File: src/rtl/multicycle_ctrl.sv
//------------------------------------------------------------------------------
// multicycle_ctrl
//   Moore control FSM for a multicycle core sharing one instruction/data memory
//   (mem_ready handshake). Datapath controls are registered alongside the state.
//   IRWrite/PCWrite in FETCH are the only outputs gated by mem_ready.
//   Optional feature: define MC_INSTRET_EN to include the retired-instruction
//   counter; when undefined, instret is tied to 0.
//   Rev 1.0 - initial release
//------------------------------------------------------------------------------
`default_nettype none

module multicycle_ctrl (
  input  logic        clk,
  input  logic        rst,
  input  logic [6:0]  op,
  input  logic        mem_ready,
  output logic        PCWrite,
  output logic        Branch,
  output logic        IRWrite,
  output logic        AdrSrc,
  output logic        MemRead,
  output logic        MemWrite,
  output logic        RegWrite,
  output logic [1:0]  ALUSrcA,
  output logic [1:0]  ALUSrcB,
  output logic [1:0]  ResultSrc,
  output logic [1:0]  ALUOp,
  output logic [3:0]  state,
  output logic        illegal,
  output logic [31:0] instret
);

  localparam logic [6:0] OP_LW  = 7'b0000011;
  localparam logic [6:0] OP_SW  = 7'b0100011;
  localparam logic [6:0] OP_R   = 7'b0110011;
  localparam logic [6:0] OP_I   = 7'b0010011;
  localparam logic [6:0] OP_BEQ = 7'b1100011;
  localparam logic [6:0] OP_JAL = 7'b1101111;

  typedef enum logic [3:0] {
    S_FETCH  = 4'd0,
    S_DECODE = 4'd1,
    S_MEMADR = 4'd2,
    S_MEMRD  = 4'd3,
    S_MEMWB  = 4'd4,
    S_MEMWR  = 4'd5,
    S_EXECR  = 4'd6,
    S_EXECI  = 4'd7,
    S_ALUWB  = 4'd8,
    S_BEQ    = 4'd9,
    S_JAL    = 4'd10
  } state_t;

  // Moore (state-only) control word; the FETCH strobes are added separately.
  typedef struct packed {
    logic       adr_src;
    logic       mem_read;
    logic       mem_write;
    logic       reg_write;
    logic       branch;
    logic       pc_write;
    logic [1:0] alu_src_a;
    logic [1:0] alu_src_b;
    logic [1:0] result_src;
    logic [1:0] alu_op;
  } ctrl_t;

  state_t cur_state;
  state_t nxt_state;
  ctrl_t  ctrl_reg;
  logic   illegal_reg;
  logic   bad_op;
  logic   fetch_strobe;

  // Control word for a given state; unlisted fields (and unused codes) are 0.
  function automatic ctrl_t ctrl_of(input state_t s);
    ctrl_t c;
    c = '0;
    case (s)
      S_FETCH:  begin c.mem_read = 1'b1; c.alu_src_b = 2'd2; c.result_src = 2'd2; end
      S_DECODE: begin c.alu_src_a = 2'd1; c.alu_src_b = 2'd1; end
      S_MEMADR: begin c.alu_src_a = 2'd2; c.alu_src_b = 2'd1; end
      S_MEMRD:  begin c.adr_src = 1'b1; c.mem_read = 1'b1; end
      S_MEMWB:  begin c.result_src = 2'd1; c.reg_write = 1'b1; end
      S_MEMWR:  begin c.adr_src = 1'b1; c.mem_write = 1'b1; end
      S_EXECR:  begin c.alu_src_a = 2'd2; c.alu_op = 2'd2; end
      S_EXECI:  begin c.alu_src_a = 2'd2; c.alu_src_b = 2'd1; c.alu_op = 2'd2; end
      S_ALUWB:  begin c.reg_write = 1'b1; end
      S_BEQ:    begin c.alu_src_a = 2'd2; c.alu_op = 2'd1; c.branch = 1'b1; end
      S_JAL:    begin c.alu_src_a = 2'd1; c.alu_src_b = 2'd2; c.pc_write = 1'b1; end
      default:  c = '0;
    endcase
    return c;
  endfunction

  // Next-state decode; waiting states hold until the memory reports done.
  always_comb begin
    nxt_state = S_FETCH;
    bad_op    = 1'b0;
    case (cur_state)
      S_FETCH:  nxt_state = mem_ready ? S_DECODE : S_FETCH;
      S_DECODE: begin
        case (op)
          OP_LW, OP_SW: nxt_state = S_MEMADR;
          OP_R:         nxt_state = S_EXECR;
          OP_I:         nxt_state = S_EXECI;
          OP_BEQ:       nxt_state = S_BEQ;
          OP_JAL:       nxt_state = S_JAL;
          default: begin
            nxt_state = S_FETCH;
            bad_op    = 1'b1;
          end
        endcase
      end
      S_MEMADR: nxt_state = (op == OP_LW) ? S_MEMRD : S_MEMWR;
      S_MEMRD:  nxt_state = mem_ready ? S_MEMWB : S_MEMRD;
      S_MEMWB:  nxt_state = S_FETCH;
      S_MEMWR:  nxt_state = mem_ready ? S_FETCH : S_MEMWR;
      S_EXECR:  nxt_state = S_ALUWB;
      S_EXECI:  nxt_state = S_ALUWB;
      S_ALUWB:  nxt_state = S_FETCH;
      S_BEQ:    nxt_state = S_FETCH;
      S_JAL:    nxt_state = S_ALUWB;
      default:  nxt_state = S_FETCH;
    endcase
  end

  // State, registered control word for the upcoming state, and illegal pulse.
  always_ff @(posedge clk or negedge rst) begin
    if (!rst) begin
      cur_state   <= S_FETCH;
      ctrl_reg    <= ctrl_of(S_FETCH);
      illegal_reg <= 1'b0;
    end else begin
      cur_state   <= nxt_state;
      ctrl_reg    <= ctrl_of(nxt_state);
      illegal_reg <= bad_op;
    end
  end

  // Instruction fetch completes in the cycle mem_ready is seen; held off in reset.
  assign fetch_strobe = (cur_state == S_FETCH) && mem_ready && rst;

  assign IRWrite   = fetch_strobe;
  assign PCWrite   = ctrl_reg.pc_write | fetch_strobe;
  assign Branch    = ctrl_reg.branch;
  assign AdrSrc    = ctrl_reg.adr_src;
  assign MemRead   = ctrl_reg.mem_read;
  assign MemWrite  = ctrl_reg.mem_write;
  assign RegWrite  = ctrl_reg.reg_write;
  assign ALUSrcA   = ctrl_reg.alu_src_a;
  assign ALUSrcB   = ctrl_reg.alu_src_b;
  assign ResultSrc = ctrl_reg.result_src;
  assign ALUOp     = ctrl_reg.alu_op;
  assign state     = cur_state;
  assign illegal   = illegal_reg;

`ifdef MC_INSTRET_EN
  logic        retire;
  logic [31:0] instret_cnt;

  // An instruction retires when a completing state hands back to FETCH;
  // illegal-opcode returns come from DECODE and are therefore not counted.
  assign retire = (nxt_state == S_FETCH) &&
                  ((cur_state == S_MEMWB) || (cur_state == S_MEMWR) ||
                   (cur_state == S_ALUWB) || (cur_state == S_BEQ));

  // Free-running retired-instruction counter, wraps naturally at 2^32.
  always_ff @(posedge clk or negedge rst) begin
    if (!rst) begin
      instret_cnt <= '0;
    end else if (retire) begin
      instret_cnt <= instret_cnt + 32'd1;
    end
  end

  assign instret = instret_cnt;
`else
  assign instret = '0;
`endif

endmodule

`default_nettype wire

File: config.mk
export PLATFORM = sky130hd
export DESIGN_NAME = multicycle_ctrl
export DESIGN_NICKNAME = d
export VERILOG_FILES = /design/src/rtl/multicycle_ctrl.sv
export SDC_FILE = /design/constraint.sdc
export NUM_CORES = 1
export LEC_CHECK = 0
export ABC_AREA = 1
export CAP_MARGIN = 20
export CORE_UTILIZATION = 43
export CTS_CLUSTER_SIZE = 30
export DETAILED_ROUTE_END_ITERATION = 16
export PLACE_DENSITY = 0.85
export RECOVER_POWER = 25
export SETUP_SLACK_MARGIN = 0.2
export SLEW_MARGIN = 20
export SYNTH_ARGS = -nofsm -noshare
export SYNTH_HDL_FRONTEND = slang
export SYNTH_SLANG_ARGS = --single-unit
File: constraint.sdc
create_clock -name clk -period 3.62 [get_ports clk]
set_input_delay 0.724 -clock clk [delete_from_list [all_inputs] [get_ports clk]]
set_output_delay 0.724 -clock clk [all_outputs]
set_load 0.01 [all_outputs]
## After elaboration in Yosys (flattened, before gate mapping)

Index checks and enable logic that the tools add are counted.

| word-level totals | value |
|---|---|
| bits in registers | 19 |
| input bits | 10 |
| output and inout bits | 52 |
| logic and storage cells | 69 |

| cells by class | value |
|---|---|
| equality and inequality tests | 23 |
| muxes and demuxes | 18 |
| bitwise operators | 1 |
| reductions and logical operators | 15 |

Operators by type and width:

| operator | number |
|---|---|
| 4-bit by 3-bit equality test with 1-bit output (second input constant) | 7 |
| 4-bit one-hot mux with 6 select lines | 1 |
| 4-bit one-hot mux with 5 select lines | 1 |
| 4-bit by 2-bit equality test with 1-bit output (second input constant) | 4 |
| 4-bit equality test (second input constant) | 4 |
| 2-bit one-hot mux with 2 select lines | 4 |
| 7-bit by 6-bit equality test with 1-bit output (second input constant) | 2 |
| 7-bit equality test (second input constant) | 2 |
| 2-bit OR reduction | 7 |
| 1-bit two-way mux | 9 |
| 3-bit two-way mux | 3 |
| 4-bit by 1-bit equality test with 1-bit output (second input constant) | 2 |
| 4-bit zero test | 2 |
| 7-bit by 2-bit equality test with 1-bit output (second input constant) | 1 |
| 7-bit by 5-bit equality test with 1-bit output (second input constant) | 1 |
| 3-bit OR reduction | 2 |
| 6-bit OR reduction | 1 |
| 4-bit OR reduction | 1 |
| 1-bit logical AND | 2 |
| 1-bit OR | 1 |

## Depth between registers and ports, before layout

Gate-level depths: netlist of the first run.

| logic depth | value |
|---|---|
| word-level depth | 7 |
| mapped depth | 10 |
| mapped depth without buffers | 10 |

## Least setup slack after synthesis of the first run

No wires, ideal clock.

| timing path | value |
|---|---|
| path type | input to output |
| from | in mem_ready |
| to | out PCWrite |
| arrival | 1.228 ns |
| path slack | 1.668 ns |
| cell stages on the path | 3 |
| path through | nand3_1 > nor2_1 > or2_2 |

| between the ends | value |
|---|---|
| cells in the longest elaborated chain, start to end | 3 |

Ends and longest elaborated chain:

| element | RTL line | RTL |
|---|---|---|
| start: declaration | 16 | `input logic mem_ready,` |
| 1-bit logical AND (2 in a row) | 142 | `assign fetch_strobe = (cur_state == S_FETCH) && mem_ready && rst;` |
| named net IRWrite | 19 | `output logic IRWrite,` |
| 1-bit OR | 145 | `assign PCWrite = ctrl_reg.pc_write \| fetch_strobe;` |
| end: declaration | 17 | `output logic PCWrite,` |

The timed path passes the listed nets, and every way through them passes these cells.

## Final worst setup path of the first run

| timing path | value |
|---|---|
| from | in mem_ready |
| to | out PCWrite |

| between the ends | value |
|---|---|
| cells in the longest elaborated chain, start to end | 3 |

Ends and longest elaborated chain:

| element | RTL line |
|---|---|
| 1-bit logical AND (2 in a row) | 142 |
| 1-bit OR | 145 |

Every way passes these cells.

==> impl_metrics.yaml, run 1 <==
run_status:
  status: "finished clean"
min_path:
  hp-class: "reg -> reg"
  hold_path_depth: 2
worst_setup_path:
  r2r_cells: 10
  critPathLaunch: "mem_ready"
  cp-end-kind: "primary output"
  timing.rr.end: "ALUSrcB[0]$_DFF_PN0_"
  rrSetupSlack_ns: 2.16
  path_cells: "clkdlybuf4s50_1 > nand3_1 > nor2_1 > or2_2 > clkdlybuf4s50_1"
  path_max_fanout: 4
  crit_top_cell: "clkdlybuf4s50_1"
  crit_path_start_kind: "input pin"
  critPathKind: "in -> out"
  cp.arrival_ns: 2.26
  cp_slowest_cell: "clkdlybuf4s50_1"
  crit_path_end: "PCWrite"
  worstReg2RegStart: "state[1]$_DFF_PN0_"
  slowest_delay_ns: 0.52
  crit_required_ns: 2.90
sta:
  setup_viol: 0
  final.period_utilization_pct: 82.3
  skew_ns: 0.00567
  clock.fmax_mhz: 336
  period_minus_slack_ns: 2.98
  hold_slack_ns: 0.686
  hold_viol: 0
  relSlewSlack_pct: 35.4
  grt_setup_unrepaired: "no"
  fin_tns_setup_ns: 0
  setup_slack_ns: 0.641
  finalMaxSlewViolations: 0
  tightest_slew_ns: 0.969
cells_and_area:
  drive_gt1_share_pct: 13.3
  multi_input_area_um2: 455
  nets: 192
  fill_cells: 243
  largest_reg_flops: 4
  n_antenna_cell: 0
  area_delta_synth_final_pct: 14.3
  regArea_um2: 479
cts:
  htreeDepth: 1
  clk_path_buf_depth: 2
  ctsRootBufferMaster: "clkbuf_4"
  cts_tree: "built"
  post_cts_buffers: 0
  post_cts_resized: 0
  clkLatencyLatePin_ns: 0.30
  cts_hold_buf: 0
  clkTransAtPathRegs_ns: 0.11
  clock_sinks: 19
  cts_buffers: 3
logic_synthesis:
  seq_area_frac_synth_pct: 39.2
  synth_warnings: 0
  async_reset_ff_share_pct: 100
  yosysTopAreaCell: "dfrtp_1"
  synth_flop_cell: "dfrtp_1"
  syn_area_per_cell_um2: 7.84
  synth_seq_cells: 19
  synth_cell_types: 18
  synth_top_area_share_pct: 32.7
  synthTopCellsByCount: "buf_4 (40), inv_1 (27), nand2_1 (27)"
  yosysMostFrequentCell: "buf_4"
  synth_edf_count: 0
  netlist_instances: 156
  syn_area_um2: 1220
  synth_area_leaders: "dfrtp_1 (33%), buf_4 (25%), inv_1 (8.3%)"
global_route:
  antenna_found_initial: 0
  grt_pass1_wl_mm: 3.26
  grt_overflow: 0
  gr-usage-all-layers_pct: 13.5
  grt_pass1_vias: 807
  grt_max_degree: 20
power:
  p_leak_nw: 0.817
  ir_drop_uv: 278
  power_density_nw_per_um2: 314
floorplan:
  coreArea_um2: 2590
  die_area_um2: 3060
  io_pins: 62
  die_h_um: 55.3
  rows: 18
  die_x_um: 55.3
  start_util_pct: 47.2
placed_design:
  place.gp.congestion: 0.792
  dp_slack_ns: 0.647
  io_buffer_count: 29
  hpwl_mm: 1.53
routing:
  viasPerCell: 4.04
  drt_pass1_iterations: 4
  first_iter_violations: 19
  ant_nets: 0
  drc_errors: 0
  via_count: 852
  post_drt_wl_per_cell_um: 8.91
  wirelength_mm: 1.88
job:
  drv_cap: 0
worst max-delay path, delay by kind of cell:
family | cells | cell delay [ns]
buffers and inverters | 2 | 1.02
and+or+nand+nor | 3 | 0.51
stage by stage:
step	instance area, um2	utilization (%)	cells	power, W
3_5_place_dp	1380	53.1	207	0.000336
2_1_floorplan	1340	-	187	0.000322
3_3_place_gp	1380	53.1	207	0.000335
4_1_cts	1400	54.2	211	0.000440
5_1_grt	1400	54.0	211	0.000463
6_report	1400	54.0	211	0.000439
report_power, final:
group	switching [W]	leakage, nW	total, W	internal, W
Combinational	0.0000561	0.550	0.0000985	0.0000424
Sequential	0.00000522	0.249	0.000232	0.000227
Clock	0.0000669	0.0177	0.000108	0.0000412
logic make-up (layout without fill, tap and decap cells):
group	Yosys count	in the layout	synth area share, %
buffers and inverters	68	62	33.1
AND/OR/NAND/NOR	66	66	26.3
flip-flops	19	19	39.2
AO/OA/AOI/OAI	2	2	1.12
other	1	32	0.306
cell usage in the layout, fill, tap and decap left out, drive strengths merged:
cell type	count
nand2	33
conb	32
clkdlybuf4s50	28
inv	28
nor2	17
dfrtp	16
nand3	13
clkbuf	4
dfstp	3
a21oi	2
nor3	1
or2	1
nor3b	1
clkinv	1
dlygate4sd3	1
worst min-delay path by stage:
stage	startpoint	end	slack, ns
floorplan	rst	ALUOp[0]$_DFF_PN0_	0.43
global placement	state[1]$_DFF_PN0_	RegWrite$_DFF_PN0_	0.65
detailed placement	state[1]$_DFF_PN0_	RegWrite$_DFF_PN0_	0.66
CTS	state[1]$_DFF_PN0_	RegWrite$_DFF_PN0_	0.69
global route	state[1]$_DFF_PN0_	RegWrite$_DFF_PN0_	0.74
finish	state[1]$_DFF_PN0_	RegWrite$_DFF_PN0_	0.69
area by class of cell:
class,count,area share [%]
timing repair buffer,30,21.0
clock inverter,1,0.358
tap,30,2.68
clock buffer,3,1.61
multi-input combinational,100,32.6
inverter,28,7.51
sequential,19,34.3
per-layer routing:
metal,part of all wire (%),global-route usage (%)
met1,45,16.2
met2,50,22.7
met3,4.7,3.04
met4,1.1,6.43
met5,0,0
No activity file was read; power rests on OpenSTA's default activity.
==> run 2, diff against run 1 <==
--- a/config.mk
+++ b/config.mk
@@ -7,10 +7,10 @@
 export LEC_CHECK = 0
 export ABC_AREA = 1
 export CAP_MARGIN = 20
-export CORE_UTILIZATION = 43
+export CORE_UTILIZATION = 36
 export CTS_CLUSTER_SIZE = 30
 export DETAILED_ROUTE_END_ITERATION = 16
-export PLACE_DENSITY = 0.85
+export PLACE_DENSITY = 0.76
 export RECOVER_POWER = 25
 export SETUP_SLACK_MARGIN = 0.2
 export SLEW_MARGIN = 20
==> constraint.sdc (replaced) <==
create_clock -name clk -period 2.4 [get_ports clk]
set_input_delay 0.48 -clock clk [delete_from_list [all_inputs] [get_ports clk]]
set_output_delay 0.48 -clock clk [all_outputs]
set_load 0.01 [all_outputs]
==> impl_metrics.yaml, run 2 (synthesis gave the netlist of run 1 again) <==
global_route:
  grt_pass1_wl_mm: 3.37
  grt_overflow: 0
  grt_pass1_vias: 821
  antenna_found_initial: 0
  grt_max_degree: 20
  gr-usage-all-layers_pct: 12.9
floorplan:
  start_util_pct: 39.1
  io_pins: 62
  die_h_um: 60.3
  rows: 20
  die_area_um2: 3640
  die_x_um: 60.3
  coreArea_um2: 3130
sta:
  final.period_utilization_pct: 90.9
  grt_setup_unrepaired: "no"
  finalMaxSlewViolations: 0
  relSlewSlack_pct: 34.6
  tightest_slew_ns: 0.981
  setup_viol: 0
  period_minus_slack_ns: 2.18
  clock.fmax_mhz: 458
  skew_ns: 0.00530
  hold_viol: 0
power:
  power.switching_w: 0.000194
  ir_drop_uv: 152
  combPwrFrac_pct: 24.1
  fin_total_pwr_w: 0.000669
  intPower_w: 0.000475
  clockPowerShare_pct: 23.6
  p_leak_nw: 0.866
  swShare_pct: 29.0
  power_density_nw_per_um2: 455
  seqPwrFrac_pct: 52.3
placed_design:
  hpwl_mm: 1.62
  place.gp.congestion: 0.786
  io_buffer_count: 29
cells_and_area:
  largest_reg_flops: 4
  mostFrequentLayoutCells: "conb_1 (32), inv_1 (27), nand2_1 (27), clkdlybuf4s50_1 (25), dfrtp_1 (16)"
  post-route-util_pct: 47.0
  area_delta_synth_final_pct: 20.0
  nets: 197
  regArea_um2: 479
  fill_cells: 326
  final_common_cell: "conb_1"
  drive_gt1_share_pct: 17.2
  multi_input_area_um2: 470
  n_antenna_cell: 0
worst_setup_path:
  cp_slowest_cell: "dlygate4sd3_1"
  path_max_fanout: 2
  slowest_delay_ns: 0.55
  cp-end-kind: "primary output"
  crit_path_start_kind: "input pin"
  path_cells: "dlygate4sd3_1 > inv_1 > nor2_4 > or2_2 > dlygate4sd2_1"
  critical-path-top-delay-family: "buffers and inverters"
  critPathKind: "in -> out"
  cp.arrival_ns: 1.70
  cp_num_buf_inv: 3
  crit_required_ns: 1.92
cts:
  clkLatencyLatePin_ns: 0.30
  htreeDepth: 1
  clkTransAtPathRegs_ns: 0.10
  ctsRootBufferMaster: "clkbuf_4"
  cts_buffers: 3
  cts_tree: "built"
  clk_path_buf_depth: 2
  clock_sinks: 19
routing:
  first_iter_violations: 44
  viasPerCell: 3.93
  drc_errors: 0
  via_count: 905
  wirelength_mm: 2.06
  ant_nets: 0
  drt_pass1_iterations: 4
  post_drt_wl_per_cell_um: 8.95
job:
  drv_cap: 0
min_path:
  hp-class: "in -> reg"
run_status:
  status: "finished clean"
[run 2: changes by cell type in the layout (fill, tap and decap cells not counted), sizes merged]
| cell | before | now |
|---|---|---|
| dlygate4sd2 | 0 | 2 |
| buf | 0 | 5 |
| dlymetal6s2s | 0 | 1 |
| clkdlybuf4s50 | 28 | 25 |
[run 2: final cells by class]
class / instances / area share (%)
well taps: 44 / 3.75
inverters: 28 / 7.16
repair buffers: 35 / 22.6
clock inverters: 1 / 0.341
flip-flops and latches: 19 / 32.6
clock buffers: 3 / 1.53
multi-input cells: 100 / 32.0
[run 2: worst min-delay path: stages]
cell	delay, ns
dlygate4sd2_1	0.27
nand3_1	0.14
inv_1	0.05
[run 2: routing by layer]
metal | GRT usage [%] | part of all wire [%]
met1 | 13.3 | 37
met2 | 23.4 | 53
met3 | 3.68 | 7.1
met4 | 6.64 | 3.1
met5 | 0 | 0
[run 2: worst paths after layout]
kind	from	endpoint	cells past startpoint	slack, ns
max	rst	PCWrite	5	0.22
min	mem_ready	ResultSrc[0]$_DFF_PN0_	3	0.68
max reg2reg	state[2]$_DFF_PN0_	ALUSrcA[1]$_DFF_PN0_	11	0.84
min reg2reg	state[1]$_DFF_PN0_	RegWrite$_DFF_PN0_	3	0.75
max in group asynchronous	rst	AdrSrc$_DFF_PN0_	2	0.93
min in group asynchronous	rst	state[0]$_DFF_PN0_	2	0.88
[run 2: timing repair]
action / 4_1_cts / 5_1_grt
hold buffers: 0 / 0
setup buffers: 4 / 0
pin swaps: 2 / 0
resized for setup: 6 / 1
setup endpoints to repair: 2 / 1
[run 2: power groups by stage]
stage / clock (W) / sequential, W / combinational [W]
6_report: 0.000158 / 0.000350 / 0.000161
5_1_grt: 0.000181 / 0.000351 / 0.000180
4_1_cts: 0.000164 / 0.000350 / 0.000163
3_5_place_dp: 0 / 0.000358 / 0.000153
3_3_place_gp: 0 / 0.000357 / 0.000152
2_1_floorplan: 0 / 0.000360 / 0.000126
[run 2: per-stage QoR]
stage                     worst slack, ns  std cells  cell area [um2]  TNS (ns)  hold slack, ns
after CTS                           0.255        230             1470         0           0.538
final                               0.218        230             1470         0           0.675
after global placement            -0.0162        222             1400   -0.0162           0.657
after global routing                0.183        230             1470         0           0.680
after detailed placement          -0.0479        222             1400   -0.0479           0.662
after floorplan                     0.815        187             1340         0           0.184
==> run 3, diff against run 2 <==
--- a/config.mk
+++ b/config.mk
@@ -13,6 +13,7 @@
 export PLACE_DENSITY = 0.76
 export RECOVER_POWER = 25
 export SETUP_SLACK_MARGIN = 0.2
+export SKIP_CTS_REPAIR_TIMING = 1
 export SLEW_MARGIN = 20
 export SYNTH_ARGS = -nofsm -noshare
 export SYNTH_HDL_FRONTEND = slang
==> impl_metrics.yaml, run 3 (synthesis gave the netlist of run 1 again) <==
cts:
  clk_path_buf_depth: 2
  clock_sinks: 19
  cts_tree: "built"
  cts_buffers: 3
  clkLatencyLatePin_ns: 0.30
  clkTransAtPathRegs_ns: 0.10
  ctsRootBufferMaster: "clkbuf_4"
  htreeDepth: 1
routing:
  wirelength_mm: 1.97
  ant_nets: 0
  met1_length_um: 758
  viasPerCell: 3.93
  drc_errors: 0
  via_count: 888
  first_iter_violations: 34
  top_layer_used: "met4"
  post_drt_wl_per_cell_um: 8.70
  wl_met2_mm: 1.03
  drt_pass1_iterations: 7
  wl_met3_um: 137
floorplan:
  rows: 20
  die_h_um: 60.3
  start_util_pct: 39.1
  coreArea_um2: 3130
  io_pins: 62
  die_area_um2: 3640
  die_x_um: 60.3
worst_setup_path:
  critPathLaunch: "rst"
  crit_required_ns: 1.92
  timing.rr.end: "ALUSrcA[1]$_DFF_PN0_"
  cp_slowest_cell: "dlygate4sd3_1"
  rrSetupSlack_ns: 0.85
  crit_path_start_kind: "input pin"
  path_cells: "dlygate4sd3_1 > inv_1 > nor2_4 > or2_2 > dlymetal6s2s_1"
  slowest_delay_ns: 0.55
  cp-end-kind: "primary output"
  r2r_cells: 9
  cp.arrival_ns: 1.59
  path_max_fanout: 2
  critPathKind: "in -> out"
  crit_path_end: "PCWrite"
  worstReg2RegStart: "state[3]$_DFF_PN0_"
sta:
  skew_ns: 0.00590
  setup_viol: 0
  final.period_utilization_pct: 86.2
  clock.fmax_mhz: 483
  grt_setup_unrepaired: "no"
  finalMaxSlewViolations: 0
  period_minus_slack_ns: 2.07
  relSlewSlack_pct: 36.4
  hold_viol: 0
  tightest_slew_ns: 0.954
cells_and_area:
  mostFrequentLayoutCells: "conb_1 (32), inv_1 (27), nand2_1 (27), clkdlybuf4s50_1 (26), dfrtp_1 (16)"
  multi_input_area_um2: 468
  regArea_um2: 479
  post-route-util_pct: 46.1
  area_delta_synth_final_pct: 17.8
  nets: 193
  final_cell_count_no_fill: 226
  n_antenna_cell: 0
  final_common_cell: "conb_1"
  fill_cells: 325
  largest_reg_flops: 4
  drive_gt1_share_pct: 14.8
global_route:
  grt_pass1_vias: 792
  antenna_found_initial: 0
  grt_max_degree: 20
  grt_overflow: 0
  gr-usage-all-layers_pct: 12.1
  grt_pass1_wl_mm: 3.19
power:
  fin_total_pwr_w: 0.000664
  power_density_nw_per_um2: 461
  p_leak_nw: 0.856
  ir_drop_uv: 152
job:
  drv_cap: 0
placed_design:
  place.gp.congestion: 0.786
  hpwl_mm: 1.62
  io_buffer_count: 29
  dp.cells: 222
run_status:
  status: "finished clean"
min_path:
  hp-class: "reg -> reg"
## run 3: cell count changes in the layout (fill, tap and decap cells not counted)
cell,previous run,this run
buf_4,5,1
dlygate4sd2_1,2,0
clkdlybuf4s50_1,25,26
dlymetal6s2s_1,1,2
nor2_1,9,10
nor2_2,5,4
## run 3: critical path: cells and delay by family
family                 cells  cell delay [ns]
buffers and inverters      3             0.82
AND/OR/NAND/NOR            2             0.30
## run 3: worst min path at each step
stage,startpoint,end,cells past startpoint,slack (ns)
floorplan,rst,ALUOp[0]$_DFF_PN0_,0,0.18
global placement,state[1]$_DFF_PN0_,RegWrite$_DFF_PN0_,2,0.66
detailed placement,state[1]$_DFF_PN0_,RegWrite$_DFF_PN0_,2,0.66
CTS,rst,ResultSrc[0]$_DFF_PN0_,2,0.54
global route,state[1]$_DFF_PN0_,RegWrite$_DFF_PN0_,2,0.74
finish,state[1]$_DFF_PN0_,RegWrite$_DFF_PN0_,2,0.68
## run 3: routing by layer
| metal | global-route usage [%] | vias up |
|---|---|---|
| met5 | 0 | - |
| met4 | 5.65 | 0 |
| met3 | 3.46 | 9 |
| met2 | 22.4 | 40 |
| met1 | 12.4 | 401 |
| li1 | - | 438 |
## run 3: layout make-up
| type | count | area share [%] |
|---|---|---|
| well taps | 44 | 3.82 |
| flip-flops and latches | 19 | 33.2 |
| repair buffers | 31 | 21.3 |
| clock inverters | 1 | 0.347 |
| multi-input cells | 100 | 32.5 |
| clock buffers | 3 | 1.56 |
| inverters | 28 | 7.29 |
## run 3: through the flow
step	hold slack, ns	setup WS [ns]	area, um2	setup TNS (ns)
after floorplan	0.184	0.815	1340	0
after global placement	0.657	-0.0162	1400	-0.0162
after detailed placement	0.662	-0.0479	1400	-0.0479
after CTS	0.538	-0.0584	1430	-0.0584
after global routing	0.736	0.300	1440	0
final	0.684	0.330	1440	0
## run 3: report_power, final
part / total [W] / switching (W) / internal (W)
clock network: 0.000158 / 0.0000959 / 0.0000622
logic: 0.000155 / 0.0000877 / 0.0000668
registers: 0.000351 / 0.00000871 / 0.000343
total: 0.000664 / 0.000192 / 0.000472
